[config.mk]
export PLATFORM = sky130hd
export DESIGN_NAME = axi4_burst_master_flat
export DESIGN_NICKNAME = d
export VERILOG_FILES = /design/src/rtl/axi4_pkg.sv /design/src/rtl/axi4_burst_master_if.sv /design/src/rtl/axi4_burst_master.sv /design/src/flat_wrapper.sv
export SDC_FILE = /design/constraint.sdc
export NUM_CORES = 1
export LEC_CHECK = 0
export BUFFER_PORTS_ARGS = -buffer_cell sky130_fd_sc_hd__buf_2
export CORE_MARGIN = 2
export CORE_UTILIZATION = 41
export DETAILED_ROUTE_END_ITERATION = 7
export GPL_TIMING_DRIVEN = 0
export PLACE_DENSITY_LB_ADDON = 0.2
export SYNTH_ARGS = -nofsm -noshare
export SYNTH_HDL_FRONTEND = slang
export SYNTH_SLANG_ARGS = --single-unit
[constraint.sdc]
create_clock -name ACLK -period 1.9 [get_ports ACLK]
set_input_delay 0.095 -clock ACLK [delete_from_list [all_inputs] [get_ports ACLK]]
set_output_delay 0.095 -clock ACLK [all_outputs]
set_load 0.05 [all_outputs]
[src/rtl/axi4_pkg.sv]
// Shared AXI4 definitions for the burst master: response codes, FSM state
// encoding and the read-response accumulation rule.
package axi4_pkg;

  localparam logic [1:0] RESP_OKAY   = 2'b00;
  localparam logic [1:0] RESP_EXOKAY = 2'b01;
  localparam logic [1:0] RESP_SLVERR = 2'b10;
  localparam logic [1:0] RESP_DECERR = 2'b11;

  typedef enum logic [2:0] {
    ST_IDLE,
    ST_AW_REQ,
    ST_W_DATA,
    ST_B_WAIT,
    ST_AR_REQ,
    ST_R_DATA
  } state_t;

  // Worst-of two responses; numeric order makes SLVERR/DECERR dominate OKAY.
  function automatic logic [1:0] resp_max(input logic [1:0] a, input logic [1:0] b);
    return (a > b) ? a : b;
  endfunction

endpackage

[src/rtl/axi4_burst_master_if.sv]
// Five-channel AXI4 bus between the burst master and a memory-mapped slave.
interface axi4_burst_master_if #(
  parameter int unsigned DATA_WIDTH = 32,
  parameter int unsigned ADDR_WIDTH = 16
);

  logic [ADDR_WIDTH-1:0] AWADDR;
  logic [7:0]            AWLEN;
  logic [2:0]            AWSIZE;
  logic                  AWVALID;
  logic                  AWREADY;

  logic [DATA_WIDTH-1:0] WDATA;
  logic                  WVALID;
  logic                  WLAST;
  logic                  WREADY;

  logic [1:0]            BRESP;
  logic                  BVALID;
  logic                  BREADY;

  logic [ADDR_WIDTH-1:0] ARADDR;
  logic [7:0]            ARLEN;
  logic [2:0]            ARSIZE;
  logic                  ARVALID;
  logic                  ARREADY;

  logic [DATA_WIDTH-1:0] RDATA;
  logic [1:0]            RRESP;
  logic                  RVALID;
  logic                  RLAST;
  logic                  RREADY;

  modport master (
    output AWADDR, AWLEN, AWSIZE, AWVALID, input AWREADY,
    output WDATA, WVALID, WLAST, input WREADY,
    input  BRESP, BVALID, output BREADY,
    output ARADDR, ARLEN, ARSIZE, ARVALID, input ARREADY,
    input  RDATA, RRESP, RVALID, RLAST, output RREADY
  );

  modport slave (
    input  AWADDR, AWLEN, AWSIZE, AWVALID, output AWREADY,
    input  WDATA, WVALID, WLAST, output WREADY,
    output BRESP, BVALID, input BREADY,
    input  ARADDR, ARLEN, ARSIZE, ARVALID, output ARREADY,
    output RDATA, RRESP, RVALID, RLAST, input RREADY
  );

endinterface

[src/rtl/axi4_burst_master.sv]
// Command-driven AXI4 master: one {write|read, addr, len} command becomes a
// single INCR burst; write beats come from a stream, read beats go to one.
module axi4_burst_master
  import axi4_pkg::*;
#(
  parameter int unsigned DATA_WIDTH = 32,
  parameter int unsigned ADDR_WIDTH = 16,
  parameter logic [2:0]  BEAT_SIZE  = 3'($clog2(DATA_WIDTH / 8))
) (
  input  logic                  ACLK,
  input  logic                  ARESETn,

  input  logic                  cmd_valid,
  output logic                  cmd_ready,
  input  logic                  cmd_write,
  input  logic [ADDR_WIDTH-1:0] cmd_addr,
  input  logic [7:0]            cmd_len,

  input  logic [DATA_WIDTH-1:0] wd_data,
  input  logic                  wd_valid,
  output logic                  wd_ready,

  output logic [DATA_WIDTH-1:0] rd_data,
  output logic                  rd_valid,
  output logic                  rd_last,
  input  logic                  rd_ready,

  output logic                  done,
  output logic [1:0]            done_resp,

  axi4_burst_master_if.master   m_axi
);

  state_t                r_state;
  logic                  r_cmd_ready;
  logic                  r_awvalid;
  logic                  r_arvalid;
  logic                  r_bready;
  logic                  r_done;
  logic [1:0]            r_done_resp;
  logic [1:0]            r_resp_acc;
  logic [ADDR_WIDTH-1:0] r_addr;
  logic [7:0]            r_len;
  logic [7:0]            r_cnt;

  logic                  w_in_w;
  logic                  w_in_r;
  logic                  w_w_hs;
  logic                  w_r_hs;
  logic                  w_cnt_at_len;
  logic [1:0]            w_resp_next;

  assign w_in_w       = (r_state == ST_W_DATA);
  assign w_in_r       = (r_state == ST_R_DATA);
  assign w_cnt_at_len = (r_cnt == r_len);
  assign w_w_hs       = w_in_w & wd_valid & m_axi.WREADY;
  assign w_r_hs       = w_in_r & m_axi.RVALID & rd_ready;
  assign w_resp_next  = resp_max(r_resp_acc, m_axi.RRESP);

  // Data channels are pure pass-through, gated by state so nothing leaks
  // outside the burst's own data phase.
  assign m_axi.WVALID = w_in_w & wd_valid;
  assign m_axi.WDATA  = w_in_w ? wd_data : '0;
  assign m_axi.WLAST  = w_in_w & w_cnt_at_len;
  assign wd_ready     = w_in_w & m_axi.WREADY;

  assign m_axi.RREADY = w_in_r & rd_ready;
  assign rd_valid     = w_in_r & m_axi.RVALID;
  assign rd_last      = w_in_r & m_axi.RLAST;
  assign rd_data      = m_axi.RDATA;

  assign m_axi.AWADDR  = r_addr;
  assign m_axi.AWLEN   = r_len;
  assign m_axi.AWSIZE  = BEAT_SIZE;
  assign m_axi.AWVALID = r_awvalid;
  assign m_axi.ARADDR  = r_addr;
  assign m_axi.ARLEN   = r_len;
  assign m_axi.ARSIZE  = BEAT_SIZE;
  assign m_axi.ARVALID = r_arvalid;
  assign m_axi.BREADY  = r_bready;

  assign cmd_ready = r_cmd_ready;
  assign done      = r_done;
  assign done_resp = r_done_resp;

  always_ff @(posedge ACLK or negedge ARESETn) begin
    if (!ARESETn) begin
      r_state     <= ST_IDLE;
      r_cmd_ready <= 1'b1;
      r_awvalid   <= 1'b0;
      r_arvalid   <= 1'b0;
      r_bready    <= 1'b0;
      r_done      <= 1'b0;
      r_done_resp <= RESP_OKAY;
      r_resp_acc  <= RESP_OKAY;
      r_addr      <= '0;
      r_len       <= '0;
      r_cnt       <= '0;
    end else begin
      r_done <= 1'b0;
      unique case (r_state)
        ST_IDLE: begin
          // cmd_ready is held low for the cycle that carries the done pulse.
          if (r_cmd_ready && cmd_valid) begin
            r_cmd_ready <= 1'b0;
            r_addr      <= cmd_addr;
            r_len       <= cmd_len;
            r_cnt       <= '0;
            r_resp_acc  <= RESP_OKAY;
            if (cmd_write) begin
              r_awvalid <= 1'b1;
              r_state   <= ST_AW_REQ;
            end else begin
              r_arvalid <= 1'b1;
              r_state   <= ST_AR_REQ;
            end
          end else begin
            r_cmd_ready <= 1'b1;
          end
        end
        ST_AW_REQ: begin
          if (m_axi.AWREADY) begin
            r_awvalid <= 1'b0;
            r_state   <= ST_W_DATA;
          end
        end
        ST_W_DATA: begin
          if (w_w_hs) begin
            if (w_cnt_at_len) begin
              r_bready <= 1'b1;
              r_state  <= ST_B_WAIT;
            end else begin
              r_cnt <= r_cnt + 8'd1;
            end
          end
        end
        ST_B_WAIT: begin
          if (m_axi.BVALID) begin
            r_bready    <= 1'b0;
            r_done      <= 1'b1;
            r_done_resp <= m_axi.BRESP;
            r_state     <= ST_IDLE;
          end
        end
        ST_AR_REQ: begin
          if (m_axi.ARREADY) begin
            r_arvalid <= 1'b0;
            r_state   <= ST_R_DATA;
          end
        end
        ST_R_DATA: begin
          if (w_r_hs) begin
            r_resp_acc <= w_resp_next;
            if (m_axi.RLAST || w_cnt_at_len) begin
              r_done      <= 1'b1;
              r_done_resp <= (m_axi.RLAST && !w_cnt_at_len) ? RESP_SLVERR : w_resp_next;
              r_state     <= ST_IDLE;
            end else begin
              r_cnt <= r_cnt + 8'd1;
            end
          end
        end
        default: r_state <= ST_IDLE;
      endcase
    end
  end

endmodule

[src/flat_wrapper.sv]
// flat-port wrapper written by rule: the top's interface ports become plain ports
module axi4_burst_master_flat import axi4_pkg::*;
#(
  parameter int unsigned DATA_WIDTH = 32,
  parameter int unsigned ADDR_WIDTH = 16,
  parameter logic [2:0]  BEAT_SIZE  = 3'($clog2(DATA_WIDTH / 8))
)
  (ACLK, ARESETn, cmd_valid, cmd_ready, cmd_write, cmd_addr, cmd_len, wd_data, wd_valid, wd_ready, rd_data, rd_valid, rd_last, rd_ready, done, done_resp, m_axi_AWADDR, m_axi_AWLEN, m_axi_AWSIZE, m_axi_AWVALID, m_axi_AWREADY, m_axi_WDATA, m_axi_WVALID, m_axi_WLAST, m_axi_WREADY, m_axi_BRESP, m_axi_BVALID, m_axi_BREADY, m_axi_ARADDR, m_axi_ARLEN, m_axi_ARSIZE, m_axi_ARVALID, m_axi_ARREADY, m_axi_RDATA, m_axi_RRESP, m_axi_RVALID, m_axi_RLAST, m_axi_RREADY);
  axi4_burst_master_if #(.DATA_WIDTH(DATA_WIDTH), .ADDR_WIDTH(ADDR_WIDTH)) m_axi_i ();
  input  logic ACLK;
  input  logic ARESETn;
  input  logic cmd_valid;
  output logic cmd_ready;
  input  logic cmd_write;
  input  logic [ADDR_WIDTH-1:0] cmd_addr;
  input  logic [7:0] cmd_len;
  input  logic [DATA_WIDTH-1:0] wd_data;
  input  logic wd_valid;
  output logic wd_ready;
  output logic [DATA_WIDTH-1:0] rd_data;
  output logic rd_valid;
  output logic rd_last;
  input  logic rd_ready;
  output logic done;
  output logic [1:0] done_resp;
  output wire logic [$bits(m_axi_i.AWADDR)-1:0] m_axi_AWADDR;
  output wire logic [$bits(m_axi_i.AWLEN)-1:0] m_axi_AWLEN;
  output wire logic [$bits(m_axi_i.AWSIZE)-1:0] m_axi_AWSIZE;
  output wire logic [$bits(m_axi_i.AWVALID)-1:0] m_axi_AWVALID;
  input wire logic [$bits(m_axi_i.AWREADY)-1:0] m_axi_AWREADY;
  output wire logic [$bits(m_axi_i.WDATA)-1:0] m_axi_WDATA;
  output wire logic [$bits(m_axi_i.WVALID)-1:0] m_axi_WVALID;
  output wire logic [$bits(m_axi_i.WLAST)-1:0] m_axi_WLAST;
  input wire logic [$bits(m_axi_i.WREADY)-1:0] m_axi_WREADY;
  input wire logic [$bits(m_axi_i.BRESP)-1:0] m_axi_BRESP;
  input wire logic [$bits(m_axi_i.BVALID)-1:0] m_axi_BVALID;
  output wire logic [$bits(m_axi_i.BREADY)-1:0] m_axi_BREADY;
  output wire logic [$bits(m_axi_i.ARADDR)-1:0] m_axi_ARADDR;
  output wire logic [$bits(m_axi_i.ARLEN)-1:0] m_axi_ARLEN;
  output wire logic [$bits(m_axi_i.ARSIZE)-1:0] m_axi_ARSIZE;
  output wire logic [$bits(m_axi_i.ARVALID)-1:0] m_axi_ARVALID;
  input wire logic [$bits(m_axi_i.ARREADY)-1:0] m_axi_ARREADY;
  input wire logic [$bits(m_axi_i.RDATA)-1:0] m_axi_RDATA;
  input wire logic [$bits(m_axi_i.RRESP)-1:0] m_axi_RRESP;
  input wire logic [$bits(m_axi_i.RVALID)-1:0] m_axi_RVALID;
  input wire logic [$bits(m_axi_i.RLAST)-1:0] m_axi_RLAST;
  output wire logic [$bits(m_axi_i.RREADY)-1:0] m_axi_RREADY;
  assign m_axi_AWADDR = m_axi_i.AWADDR;
  assign m_axi_AWLEN = m_axi_i.AWLEN;
  assign m_axi_AWSIZE = m_axi_i.AWSIZE;
  assign m_axi_AWVALID = m_axi_i.AWVALID;
  assign m_axi_i.AWREADY = m_axi_AWREADY;
  assign m_axi_WDATA = m_axi_i.WDATA;
  assign m_axi_WVALID = m_axi_i.WVALID;
  assign m_axi_WLAST = m_axi_i.WLAST;
  assign m_axi_i.WREADY = m_axi_WREADY;
  assign m_axi_i.BRESP = m_axi_BRESP;
  assign m_axi_i.BVALID = m_axi_BVALID;
  assign m_axi_BREADY = m_axi_i.BREADY;
  assign m_axi_ARADDR = m_axi_i.ARADDR;
  assign m_axi_ARLEN = m_axi_i.ARLEN;
  assign m_axi_ARSIZE = m_axi_i.ARSIZE;
  assign m_axi_ARVALID = m_axi_i.ARVALID;
  assign m_axi_i.ARREADY = m_axi_ARREADY;
  assign m_axi_i.RDATA = m_axi_RDATA;
  assign m_axi_i.RRESP = m_axi_RRESP;
  assign m_axi_i.RVALID = m_axi_RVALID;
  assign m_axi_i.RLAST = m_axi_RLAST;
  assign m_axi_RREADY = m_axi_i.RREADY;
  axi4_burst_master #(.DATA_WIDTH(DATA_WIDTH), .ADDR_WIDTH(ADDR_WIDTH), .BEAT_SIZE(BEAT_SIZE)) u_core (.ACLK(ACLK), .ARESETn(ARESETn), .cmd_valid(cmd_valid), .cmd_ready(cmd_ready), .cmd_write(cmd_write), .cmd_addr(cmd_addr), .cmd_len(cmd_len), .wd_data(wd_data), .wd_valid(wd_valid), .wd_ready(wd_ready), .rd_data(rd_data), .rd_valid(rd_valid), .rd_last(rd_last), .rd_ready(rd_ready), .done(done), .done_resp(done_resp), .m_axi(m_axi_i));
endmodule
==> summary.txt, run 1 <==
GRT
  – M1 GR Usage: 27.1%
  – Gr usage total: 21.0%
  – GR Util met3: under 10%
  – Most Crowded Layer GR: met2
  – Grt total ovfl: 0
  – Largest net degree at the start of global routing: 45
  – Vias in the first global route: slightly below 3,000
  – Initial antenna violation count: 0
  – Met2 Usage GRT: between 30% and 40%
  – Global-route wire length before repair: approximately 14,000 µm

Routing
  – Final WL: roughly 9000 µm
  – 1st-pass router iterations: 4
  – Iter 0 DRT Violations: between 100 and 150
  – Vias: ~3,200
  – Antenna Nets Post-Route: 0
  – Routed length per placed instance: ~14 µm
  – DR vias/cell: 4.89
  – Drt drc: 0

Floorplanning
  – Core box area: around 7300 µm²
  – Ports: between 200 and 250
  – Height of the die: ~91 µm
  – Starting Density: a little over two fifths
  – FP Rows: 31
  – Die width: 91.4 µm
  – Die ar.: about 8400 µm²

Power and ir drop
  – Power per Cell Area: between 1500 and 2000 nW/µm²
  – Switching share of total power: 55.9%
  – Clk pwr share: 8.9%
  – Psw: around 4900 µW
  – P_int: approximately 3900 µW
  – Total power: slightly below 9000 µW
  – Sequential share of power: 19.7%
  – Leak: approximately 0.0027 µW
  – Worst vdd ir: about 0.90 mV
  – Power share of the combinational group: a little under three quarters

Timing
  – # setup viols final: 0
  – Endpoints failing hold: 0
  – Final setup TNS: 0 ns
  – Fin crit share: 98.6%
  – FMAX: 534 MHz
  – Setup WS post-layout: 0.0258 ns
  – Min cycle time layout: 1.87 ns
  – Slew Viols, Final: 0
  – Worst slew pin tran: around 1 ns
  – Final hold slack: about 0.012 ns
  – Clock Skews: slightly above 0.006 ns
  – Slew HR: between 30 and 40%
  – RSZ-0062 raised after global routing: yes

Worst setup path
  – Critical setup path kind: flip-flop to output pin
  – Worst path arrival time: 1.78 ns
  – R2r endpoint: u_core.done_resp[0]
  – CP top delay family: buffers and inverters
  – Crit path to: m_axi_WDATA[21]
  – Slowest CP cell: dfrtp_1
  – Critical path capture point type: output pin
  – Reg2reg path depth: 6
  – Reg2reg start: u_core.r_cnt[0]
  – Cell Chain, Critical Path: buf_4 -> nor2b_4 -> buf_8 -> clkbuf_4 -> and3_1 -> buf_4
  – Worst path bufs/invs: 4
  – Highest net fanout along the worst path: 10
  – Worst endpoint required time: approximately 1.8 ns
  – Most common cell on crit path: buf_4
  – Critical Path Source: u_core.r_state[2]
  – Crit path launch type: flip-flop
  – Worst path depth: 6
  – Worst reg-to-reg setup slack: around 0.09 ns
  – Largest stage delay on the critical path: 0.45 ns

Layout
  – Filler instances: ~640
  – Footprint of the multi-input gates: between 1000 and 1500 µm²
  – Net count, final: ~670
  – Area growth, synth to finish: 52.0%
  – Ant. Diodes: 0
  – Fraction of layout cells with a size suffix above 1: 61.8%
  – Register area: roughly 1100 µm²

Synth
  – Synthesized area per cell: 9.41 µm²
  – Number of flops mapped to enable cells by yosys: 0
  – Yosys cell types: 58
  – Gate Count Post-Synth: 333
  – Async SR Flop Fraction: 100%
  – Yosys warns: 0
  – FF+latch count, synth: between 40 and 50
  – Area of the mapped netlist: 3130 µm²
  – Post-synthesis sequential area ratio: 35.2%
  – Top FF cell, synth: dfrtp_1

Min path
  – Worst hold path class: input pin to flip-flop

Clock network
  – H-tree Lvls: 2
  – CTS Sinks: 44
  – Total CTS buffers: 5
  – Longest Clk Path Bufs: 2
  – Reg clk slew, reported paths: 0.09 ns
  – Clk Latency, worst-skew pair: 0.31 ns
  – CTS root buf: clkbuf_8
  – CTS tree: yes

Place
  – HPWL Detailed: roughly 7000 µm
  – Place WS: -0.0851 ns
  – Gp weighted congestion: just under 0.9
  – Input/output buffers: 196

Run
  – Max-cap violations: 0

Run status
  – Status: finished, final reports clean
-- routing by layer --
layer | wire length, µm | part of all wire [%] | vias up
li1 | - | - | 1541
met1 | 3800 | 41 | 1525
met2 | 4720 | 52 | 136
met3 | 538 | 5.9 | 14
met4 | 103 | 1.1 | 0
met5 | 0 | 0 | -
-- worst register-to-register path: stages, from the launching register on --
cell and delay (ns):
dfrtp_2 0.48, xor2_2 0.18, nor4_4 0.34, nand2_2 0.17, buf_4 0.18, a21oi_1 0.23, o2bb2ai_1 0.15
-- sequential cells by signal, indices dropped and copies added, names as in the netlist --
register,flops
u_core.cmd_ready,1
u_core.m_axi.AWVALID,1
u_core.m_axi.ARVALID,1
u_core.m_axi.BREADY,1
u_core.done,1
u_core.r_cnt,8
u_core.done_resp,2
u_core.m_axi.ARLEN,8
u_core.r_resp_acc,2
u_core.m_axi.ARADDR,16
u_core.r_state,3
-- cells in the mapped netlist (all sizes together), types with 2 or more instances --
cell type | n | area, µm²
a21o | 4 | 30.0
and4b | 2 | 20.0
and2 | 5 | 33.8
nor3 | 3 | 15.0
o22ai | 3 | 25.0
a211oi | 2 | 20.0
dfrtp | 43 | 1080
nor2b | 2 | 12.5
o21ai | 11 | 55.1
ha | 4 | 50.1
nand2 | 25 | 93.8
nor4 | 3 | 55.1
clkbuf | 9 | 33.8
a31oi | 6 | 37.5
nand3 | 3 | 15.0
conb | 2 | 7.51
a21oi | 9 | 52.6
and3b | 2 | 17.5
a211o | 2 | 17.5
and3 | 36 | 225
nor2 | 16 | 60.1
buf | 73 | 537
mux2 | 24 | 270
inv | 9 | 33.8
xor2 | 8 | 70.1
a41oi | 3 | 26.3
a22oi | 2 | 15.0
-- power groups by stage --
stage	clock network [µW]	registers [µW]	logic [µW]
finish	781	1730	6260
global route	853	1790	6600
detailed placement	0	1730	5900
floorplan	0	2770	3640
global placement	0	1710	5830
CTS	800	1730	6020
-- worst min path at each step --
stage,from,to,slack (ns),depth (start not counted)
after CTS,cmd_addr[0],u_core.m_axi.ARADDR[0],0.006,2
after detailed placement,ARESETn,u_core.m_axi.ARLEN[1],0.32,1
final,cmd_len[7],u_core.m_axi.ARLEN[7],0.01,2
after global routing,cmd_len[7],u_core.m_axi.ARLEN[7],0.003,2
after floorplan,ARESETn,u_core.done,-0.20,0
after global placement,ARESETn,u_core.r_cnt[3],0.32,1
-- metrics by stage --
step | cell area [µm²] | util (%) | cells
finish | 4760 | 65.0 | 657
global route | 4760 | 65.0 | 657
CTS | 4540 | 62.0 | 644
detailed placement | 4260 | 58.1 | 632
global placement | 4260 | 58.1 | 632
floorplan | 3160 | - | 337
-- placed cells by master, fill, tap and decap left out, types with 3 or more instances in the layout --
| master | synthesis | final |
|---|---|---|
| buf_2 | 3 | 166 |
| a21oi_1 | 7 | 7 |
| clkbuf_2 | 0 | 3 |
| nor2_1 | 16 | 15 |
| dfrtp_2 | 0 | 5 |
| nand2_1 | 25 | 24 |
| xor2_1 | 8 | 7 |
| conb_1 | 2 | 6 |
| ha_1 | 4 | 4 |
| and3_1 | 36 | 35 |
| and2_1 | 4 | 4 |
| a31oi_1 | 6 | 6 |
| buf_6 | 1 | 17 |
| dfrtp_1 | 43 | 38 |
| buf_4 | 67 | 97 |
| a21o_1 | 4 | 4 |
| dlygate4sd3_1 | 0 | 6 |
| nand3_1 | 3 | 3 |
| mux2_2 | 24 | 24 |
| inv_1 | 9 | 8 |
| clkbuf_8 | 0 | 6 |
| o21ai_0 | 10 | 10 |
-- repair_timing --
item | 4_1_cts | 5_1_grt
resized for setup | 48 | 36
hold buffers | 1 | 5
hold endpoints to repair | 43 | 5
setup endpoints to repair | 55 | 57
pin swaps | 4 | 6
buffers inserted | 5 | 9
-- cell families (layout without fill, tap and decap cells) --
family	Yosys count	in the layout	share of synthesized area [%]
multiplexers	25	25	8.95
other	2	6	0.240
XOR/XNOR	8	8	2.24
adder cells (fa/ha/maj)	4	4	1.60
flip-flops	44	44	35.2
AND/OR/NAND/NOR	105	105	19.5
buffers and inverters	91	312	19.3
AO/OA/AOI/OAI	54	54	13.0
-- cell type report --
| cell class | instances | area share (%) |
|---|---|---|
| multi-input cells | 202 | 31.4 |
| repair buffers | 215 | 26.9 |
| flip-flops and latches | 44 | 23.3 |
| plain buffers | 80 | 12.5 |
| well taps | 99 | 2.60 |
| clock buffers | 6 | 1.73 |
| clock inverters | 2 | 0.814 |
| inverters | 9 | 0.788 |
Note: power is estimated with default switching activity, not from simulation.
==> run 2, diff against run 1 <==
Settings changed: SETUP_SLACK_MARGIN set to 0.3.
==> run 2 against run 1 <==
Against the previous run:
- design area rose by 23%
- total power grew 22%
- critical path depth decreased by 1
- clock power down 7.4%
- routed wire length is 35% higher
- combinational power rose by 30%
- utilization rose by 15 points
- first-iteration DRC count is 150% higher
- sequential power is 4% higher
- global-route usage rose by 4.7 points
- register-to-register slack got worse by 0.06 ns
- sequential share of layout area fell by 4.2 points
- largest power group unchanged
- highest routed layer unchanged
==> summary.txt, run 2 (synthesis gave the netlist of run 1 again) <==
Place
  – Gp weighted congestion: 0.851 (-2.8%)
  – Placed insts: 632 (unchanged)
  – Input/output buffers: 196 (unchanged)
  – HPWL Detailed: 6860 µm (-1.6%)

GRT
  – Grt total ovfl: 0 (unchanged)
  – Initial antenna violation count: 0 (unchanged)
  – Gr usage total: 25.7% (+4.7 points)
  – Global-route wire length before repair: 17,300 µm (+21%)
  – Largest net degree at the start of global routing: 45 (unchanged)
  – Vias in the first global route: 3,492 (+20%)

Run status
  – Status: finished, final reports clean

Worst setup path
  – Worst reg-to-reg setup slack: 0.03 ns (-0.06 ns)
  – Critical path capture point type: output pin
  – R2r endpoint: u_core.r_cnt[7]
  – Cell Chain, Critical Path: xor2_2 -> nor4_4 -> nand2_2 -> nor2_4 -> buf_8
  – Crit path launch type: flip-flop
  – Slowest CP cell: dfrtp_2
  – Critical setup path kind: flip-flop to output pin
  – Highest net fanout along the worst path: 3 (-7)
  – Worst path arrival time: 1.79 ns (about the same)
  – Reg2reg path depth: 6 (unchanged)
  – Worst endpoint required time: 1.80 ns (about the same)
  – Largest stage delay on the critical path: 0.44 ns (about the same)
  – Reg2reg start: u_core.r_cnt[6]

Layout
  – Most common cell after layout, fill and taps aside: buf_2
  – Net count, final: 698 (+5.0%)
  – Non-Filler Instances: 691 (+5.2%)
  – Area growth, synth to finish: 87.5%
  – Commonest cells after routing, fill and taps aside: buf_2 (160), buf_4 (96), buf_8 (48)
  – Utilization after layout: 80.1% (+15 points)
  – Max FFs per register: 16 (unchanged)
  – Filler instances: 423 (-34%)
  – Footprint of the multi-input gates: 1910 µm² (+27%)
  – Register area: 1120 µm² (+0.90%)
  – Fraction of layout cells with a size suffix above 1: 75.5% (+14 points)

Timing
  – Min cycle time layout: 1.88 ns (+0.00716 ns)
  – RSZ-0062 raised after global routing: yes
  – Fin crit share: 99.0% (+0.38 points)
  – Slew Viols, Final: 0 (unchanged)
  – Final setup TNS: 0 ns (unchanged)
  – Clock Skews: 0.00881 ns (+0.00270 ns)
  – FMAX: 532 MHz (-0.38%)
  – # setup viols final: 0 (unchanged)
  – Worst slew pin tran: 1.02 ns (+0.0229 ns)
  – Endpoints failing hold: 0 (unchanged)
  – Slew HR: 31.9% (-1.5 points)

Power and ir drop
  – Leak: 0.00297 µW (+12%)
  – Switching share of total power: 52.6% (-3.3 points)
  – Power per Cell Area: 1820 nW/µm² (-1.3%)
  – Psw: 5610 µW (+15%)
  – P_int: 5060 µW (+31%)
  – Sequential share of power: 16.8% (-2.9 points)
  – Power share of the combinational group: 76.4% (+5.0 points)
  – Clk pwr share: 6.8% (-2.1 points)
  – Worst vdd ir: 0.919 mV (+1.9%)

Clock network
  – CTS tree: yes
  – H-tree Lvls: 2 (unchanged)
  – Longest Clk Path Bufs: 2 (unchanged)
  – CTS root buf: clkbuf_8
  – Reg clk slew, reported paths: 0.09 ns (about the same)
  – Total CTS buffers: 5 (unchanged)
  – Clk Latency, worst-skew pair: 0.30 ns (about the same)
  – CTS Sinks: 44 (unchanged)

Floorplanning
  – Core box area: 7330 µm² (unchanged)
  – Die ar.: 8360 µm² (unchanged)
  – Starting Density: 42.7% (unchanged)
  – Ports: 235 (unchanged)
  – Height of the die: 91.4 µm (unchanged)
  – Die width: 91.4 µm (unchanged)
  – FP Rows: 31 (unchanged)

Routing
  – Final WL: 12,400 µm (+35%)
  – Routed length per placed instance: 17.9 µm (+29%)
  – Drt drc: 0 (unchanged)
  – Top layer used by detailed routing: met4
  – Routed met1 length: 4410 µm (+16%)
  – Vias: 3,701 (+15%)
  – Iter 0 DRT Violations: 266 (+150%)
  – Antenna Nets Post-Route: 0 (unchanged)
  – Met2 WL post-DR: 6330 µm (+34%)
  – DR vias/cell: 5.36 (+9.4%)
  – Met3 WL post-DR: 1020 µm (+90%)
  – 1st-pass router iterations: 6 (+2)

Min path
  – Worst hold path class: input pin to flip-flop
  – WHS Path Cells: 2 (unchanged)
  – Hold Path Sink: u_core.m_axi.ARLEN[7]
  – Hold_sp: cmd_len[7]

Run
  – Max-cap violations: 0 (unchanged)
-- run 2: cell count changes in the layout (fill, tap and decap cells not counted), moves of 8 or more --
cell | before | now
buf_8 | 2 | 48
and3_4 | 1 | 35
dfrtp_2 | 5 | 13
mux2_4 | 0 | 22
mux2_2 | 24 | 2
dfrtp_1 | 38 | 30
and3_1 | 35 | 1
-- run 2: worst max path at each step --
| stage | end | startpoint |
|---|---|---|
| CTS | m_axi_WLAST | u_core.r_cnt[2] |
| floorplan | u_core.r_state[0] | u_core.m_axi.ARLEN[4] |
| finish | m_axi_WLAST | u_core.r_cnt[6] |
| detailed placement | m_axi_WDATA[26] | u_core.r_state[2] |
| global placement | m_axi_WDATA[18] | u_core.r_state[2] |
| global route | u_core.r_cnt[7] | u_core.r_cnt[0] |
-- run 2: metal layers --
metal  track usage, %  up-vias
met5                0        -
met4             12.1        0
met3             5.15       71
met2             45.2      288
met1             29.6     1733
li1                 -     1609
-- run 2: final cells by class --
cell class	instances	share of cell area, %
diodes	1	0.0426
plain buffers	82	12.3
clock buffers	6	1.24
clock inverters	2	0.596
inverters	9	0.618
multi-input cells	202	32.4
flip-flops and latches	44	19.0
well taps	99	2.11
repair buffers	246	31.7
-- run 2: critical path, delay by kind of cell, from the launching register on --
family / cells / cell delay (ns)
flops: 1 / 0.44
simple gates: 3 / 0.69
buf+inv: 1 / 0.15
xor+xnor: 1 / 0.20
-- run 2: what timing repair did --
action | CTS | global route
gates cloned | 8 | 1
hold endpoints to repair | 43 | 0
buffers inserted | 18 | 22
hold buffers | 1 | 0
endpoints found under the setup margin | 75 | 74
gates resized for setup | 194 | 60
pin swaps | 38 | 28
-- run 2: power by group through the flow --
| stage | logic, µW | clock network (µW) | registers (µW) |
|---|---|---|---|
| 6_report | 8150 | 723 | 1800 |
| 5_1_grt | 8450 | 785 | 1850 |
| 4_1_cts | 7230 | 733 | 1760 |
| 3_5_place_dp | 6140 | 0 | 1750 |
| 3_3_place_gp | 6080 | 0 | 1730 |
| 2_1_floorplan | 3880 | 0 | 2810 |
-- run 2: per-stage QoR --
stage / total power (µW) / setup slack [ns] / hold WS, ns / cell area (µm²)
2_1_floorplan: 6690 / 0.158 / -0.201 / 3330
3_3_place_gp: 7810 / 0.0259 / 0.307 / 4430
3_5_place_dp: 7900 / -0.0175 / 0.314 / 4430
4_1_cts: 9730 / 0.00478 / 0.0116 / 5450
5_1_grt: 11100 / -0.0334 / 0.00590 / 5870
6_report: 10700 / 0.0186 / 0.0203 / 5870
==> run 3, diff against run 2 <==
Settings changed: BUFFER_PORTS_ARGS -buffer_cell sky130_fd_sc_hd__buf_2 to -buffer_cell sky130_fd_sc_hd__buf_4.
==> run 3 against run 2 <==
Against the previous run:
- count of clock-buffer cells in the layout increased by 1
- clock skew decreased by 0.0023 ns
- worst hold slack got worse by 0.0094 ns
==> summary.txt, run 3 (synthesis gave the netlist of run 1 again) <==
Run status
  – Status: finished, final reports clean

Place
  – Placed inst area: 4920 µm² (+11%)
  – Gp weighted congestion: 0.867 (+1.9%)
  – Input/output buffers: 196 (unchanged)
  – HPWL Detailed: 7340 µm (+6.9%)
  – Placed insts: 632 (unchanged)

Timing
  – Endpoints failing hold: 0 (unchanged)
  – Fin crit share: 98.7% (-0.31 points)
  – Slew Viols, Final: 0 (unchanged)
  – Worst slew pin tran: 0.559 ns (-0.462 ns)
  – Final setup TNS: 0 ns (unchanged)
  – Min cycle time layout: 1.88 ns (-0.00595 ns)
  – Slew HR: 62.7% (+31 points)
  – RSZ-0062 raised after global routing: yes
  – # setup viols final: 0 (unchanged)
  – Clock Skews: 0.00647 ns (-0.00234 ns)
  – FMAX: 533 MHz (+0.32%)

Worst setup path
  – Critical path capture point type: output pin
  – Crit path launch type: flip-flop
  – Worst path depth: 5 (unchanged)
  – Cell Chain, Critical Path: xor2_2 -> nor4_4 -> nand2_2 -> nor2_4 -> buf_8
  – Worst path arrival time: 1.78 ns (about the same)
  – CP top delay family: simple AND/OR/NAND/NOR gates
  – Worst endpoint required time: 1.80 ns (about the same)
  – Slowest CP cell: dfrtp_2
  – Critical setup path kind: flip-flop to output pin
  – Highest net fanout along the worst path: 4 (+1)
  – Largest stage delay on the critical path: 0.46 ns (+0.02 ns)
  – Worst path bufs/invs: 1 (unchanged)
  – Reg2reg path depth: 6 (unchanged)

GRT
  – M1 GR Usage: 33.5% (+3.8 points)
  – Initial antenna violation count: 0 (unchanged)
  – Global-route wire length before repair: 19,500 µm (+13%)
  – Met2 Usage GRT: 51.7% (+6.6 points)
  – Vias in the first global route: 3,739 (+7.1%)
  – Grt total ovfl: 0 (unchanged)
  – GR Util met3: 6.47% (+1.3 points)
  – Gr usage total: 29.3% (+3.6 points)
  – Most Crowded Layer GR: met2
  – Largest net degree at the start of global routing: 45 (unchanged)

Routing
  – Iter 0 DRT Violations: 341 (+28%)
  – Vias: 3,728 (+0.73%)
  – 1st-pass router iterations: 5 (-1)
  – Final WL: 13,900 µm (+12%)
  – DR vias/cell: 5.44 (+1.6%)
  – Drt drc: 0 (unchanged)
  – Antenna Nets Post-Route: 0 (unchanged)
  – Routed length per placed instance: 20.2 µm (+13%)

Layout
  – Most common cell after layout, fill and taps aside: buf_4
  – Area growth, synth to finish: 98.2%
  – Commonest cells after routing, fill and taps aside: buf_4 (247), buf_8 (47), and3_4 (35)
  – Register area: 1120 µm² (unchanged)
  – Ant. Diodes: 0 (-1)
  – Cell area after layout: 6210 µm² (+5.7%)
  – Footprint of the multi-input gates: 1900 µm² (-0.13%)
  – Filler instances: 358 (-15%)
  – Non-Filler Instances: 685 (-0.87%)
  – Max FFs per register: 16 (unchanged)
  – Net count, final: 693 (-0.72%)
  – Fraction of layout cells with a size suffix above 1: 75.4% (about the same)

Clock network
  – Longest Clk Path Bufs: 2 (unchanged)
  – Total CTS buffers: 5 (unchanged)
  – CTS tree: yes
  – Reg clk slew, reported paths: 0.09 ns (about the same)
  – CTS root buf: clkbuf_8
  – Clk Latency, worst-skew pair: 0.31 ns (about the same)
  – H-tree Lvls: 2 (unchanged)
  – CTS Sinks: 44 (unchanged)

Floorplanning
  – Die ar.: 8360 µm² (unchanged)
  – Die width: 91.4 µm (unchanged)
  – Ports: 235 (unchanged)
  – FP Rows: 31 (unchanged)
  – Starting Density: 42.7% (unchanged)
  – Height of the die: 91.4 µm (unchanged)
  – Core box area: 7330 µm² (unchanged)

Min path
  – WHS Path Cells: 2 (unchanged)
  – Worst hold path class: input pin to flip-flop

Power and ir drop
  – Power per Cell Area: 1780 nW/µm² (-1.9%)
  – Leak: 0.00308 µW (+3.5%)
  – Worst vdd ir: 0.810 mV (-12%)

Run
  – Max-cap violations: 0 (unchanged)
==> run 3: changes by cell type in the layout (fill, tap and decap cells not counted), sizes merged <==
cell	before	now
clkbuf	11	14
clkinv	1	0
diode	1	0
bufinv	1	0
buf	322	315
clkinvlp	0	1
==> run 3: metal layers <==
metal  routed length, µm  vias up  part of all wire [%]
met5                   0        -                     0
met4                 584        0                   4.2
met3                1190       57                   8.6
met2                7280      301                    53
met1                4800     1775                    35
li1                    -     1595                     -
==> run 3: worst paths after layout <==
check	endpoint	slack, ns	from
min in group asynchronous	u_core.m_axi.ARADDR[14]	0.33	ARESETn
worst min-delay path	u_core.m_axi.ARADDR[2]	0.01	cmd_addr[2]
worst max-delay path	m_axi_WLAST	0.02	u_core.r_cnt[4]
worst min register to register	u_core.done_resp[0]	0.53	u_core.done_resp[0]
worst max register to register	u_core.r_cnt[3]	0.05	u_core.r_state[1]
max in group asynchronous	u_core.r_cnt[1]	1.16	ARESETn
==> run 3: power by group <==
part | total (µW) | switching, µW | internal [µW]
clock network | 650 | 354 | 296
registers | 1850 | 478 | 1370
logic | 8560 | 4940 | 3620
==> run 3: worst register-to-register path, cell delays in order (launching register included) <==
cell and delay, ns:
dfrtp_1 0.40, buf_6 0.14, buf_4 0.14, nand3b_1 0.33
o22ai_4 0.36, and4bb_2 0.27, a221o_1 0.14
==> run 3: repair_timing <==
| action | in CTS | in global routing |
|---|---|---|
| buffers inserted | 28 | 8 |
| pin swaps | 43 | 5 |
| endpoints found under the setup margin | 79 | 80 |
| endpoints found under the hold margin | 43 | 0 |
| hold buffers | 1 | 0 |
| cloned | 8 | 0 |
| gates resized for setup | 169 | 48 |
==> run 3: final cells by class <==
cell class / instances / area share, %
Inverter: 9 / 0.584
Clock inverter: 1 / 0.121
Tap cell: 99 / 1.99
Timing Repair Buffer: 241 / 35.7
Sequential cell: 44 / 18.0
Clock buffer: 7 / 1.39
Buffer: 82 / 11.6
Multi-Input combinational cell: 202 / 30.6
==> run 3: metrics by stage <==
step | total power [µW] | setup slack [ns] | hold WS [ns] | util (%)
6_report | 11100 | 0.0246 | 0.0109 | 84.7
3_3_place_gp | 8310 | 0.0544 | 0.124 | 67.1
4_1_cts | 10300 | 0.0384 | 0.0139 | 81.7
2_1_floorplan | 6690 | 0.158 | -0.201 | -
5_1_grt | 11500 | -0.0620 | 0.00999 | 84.7
3_5_place_dp | 8430 | -0.00130 | 0.125 | 67.1
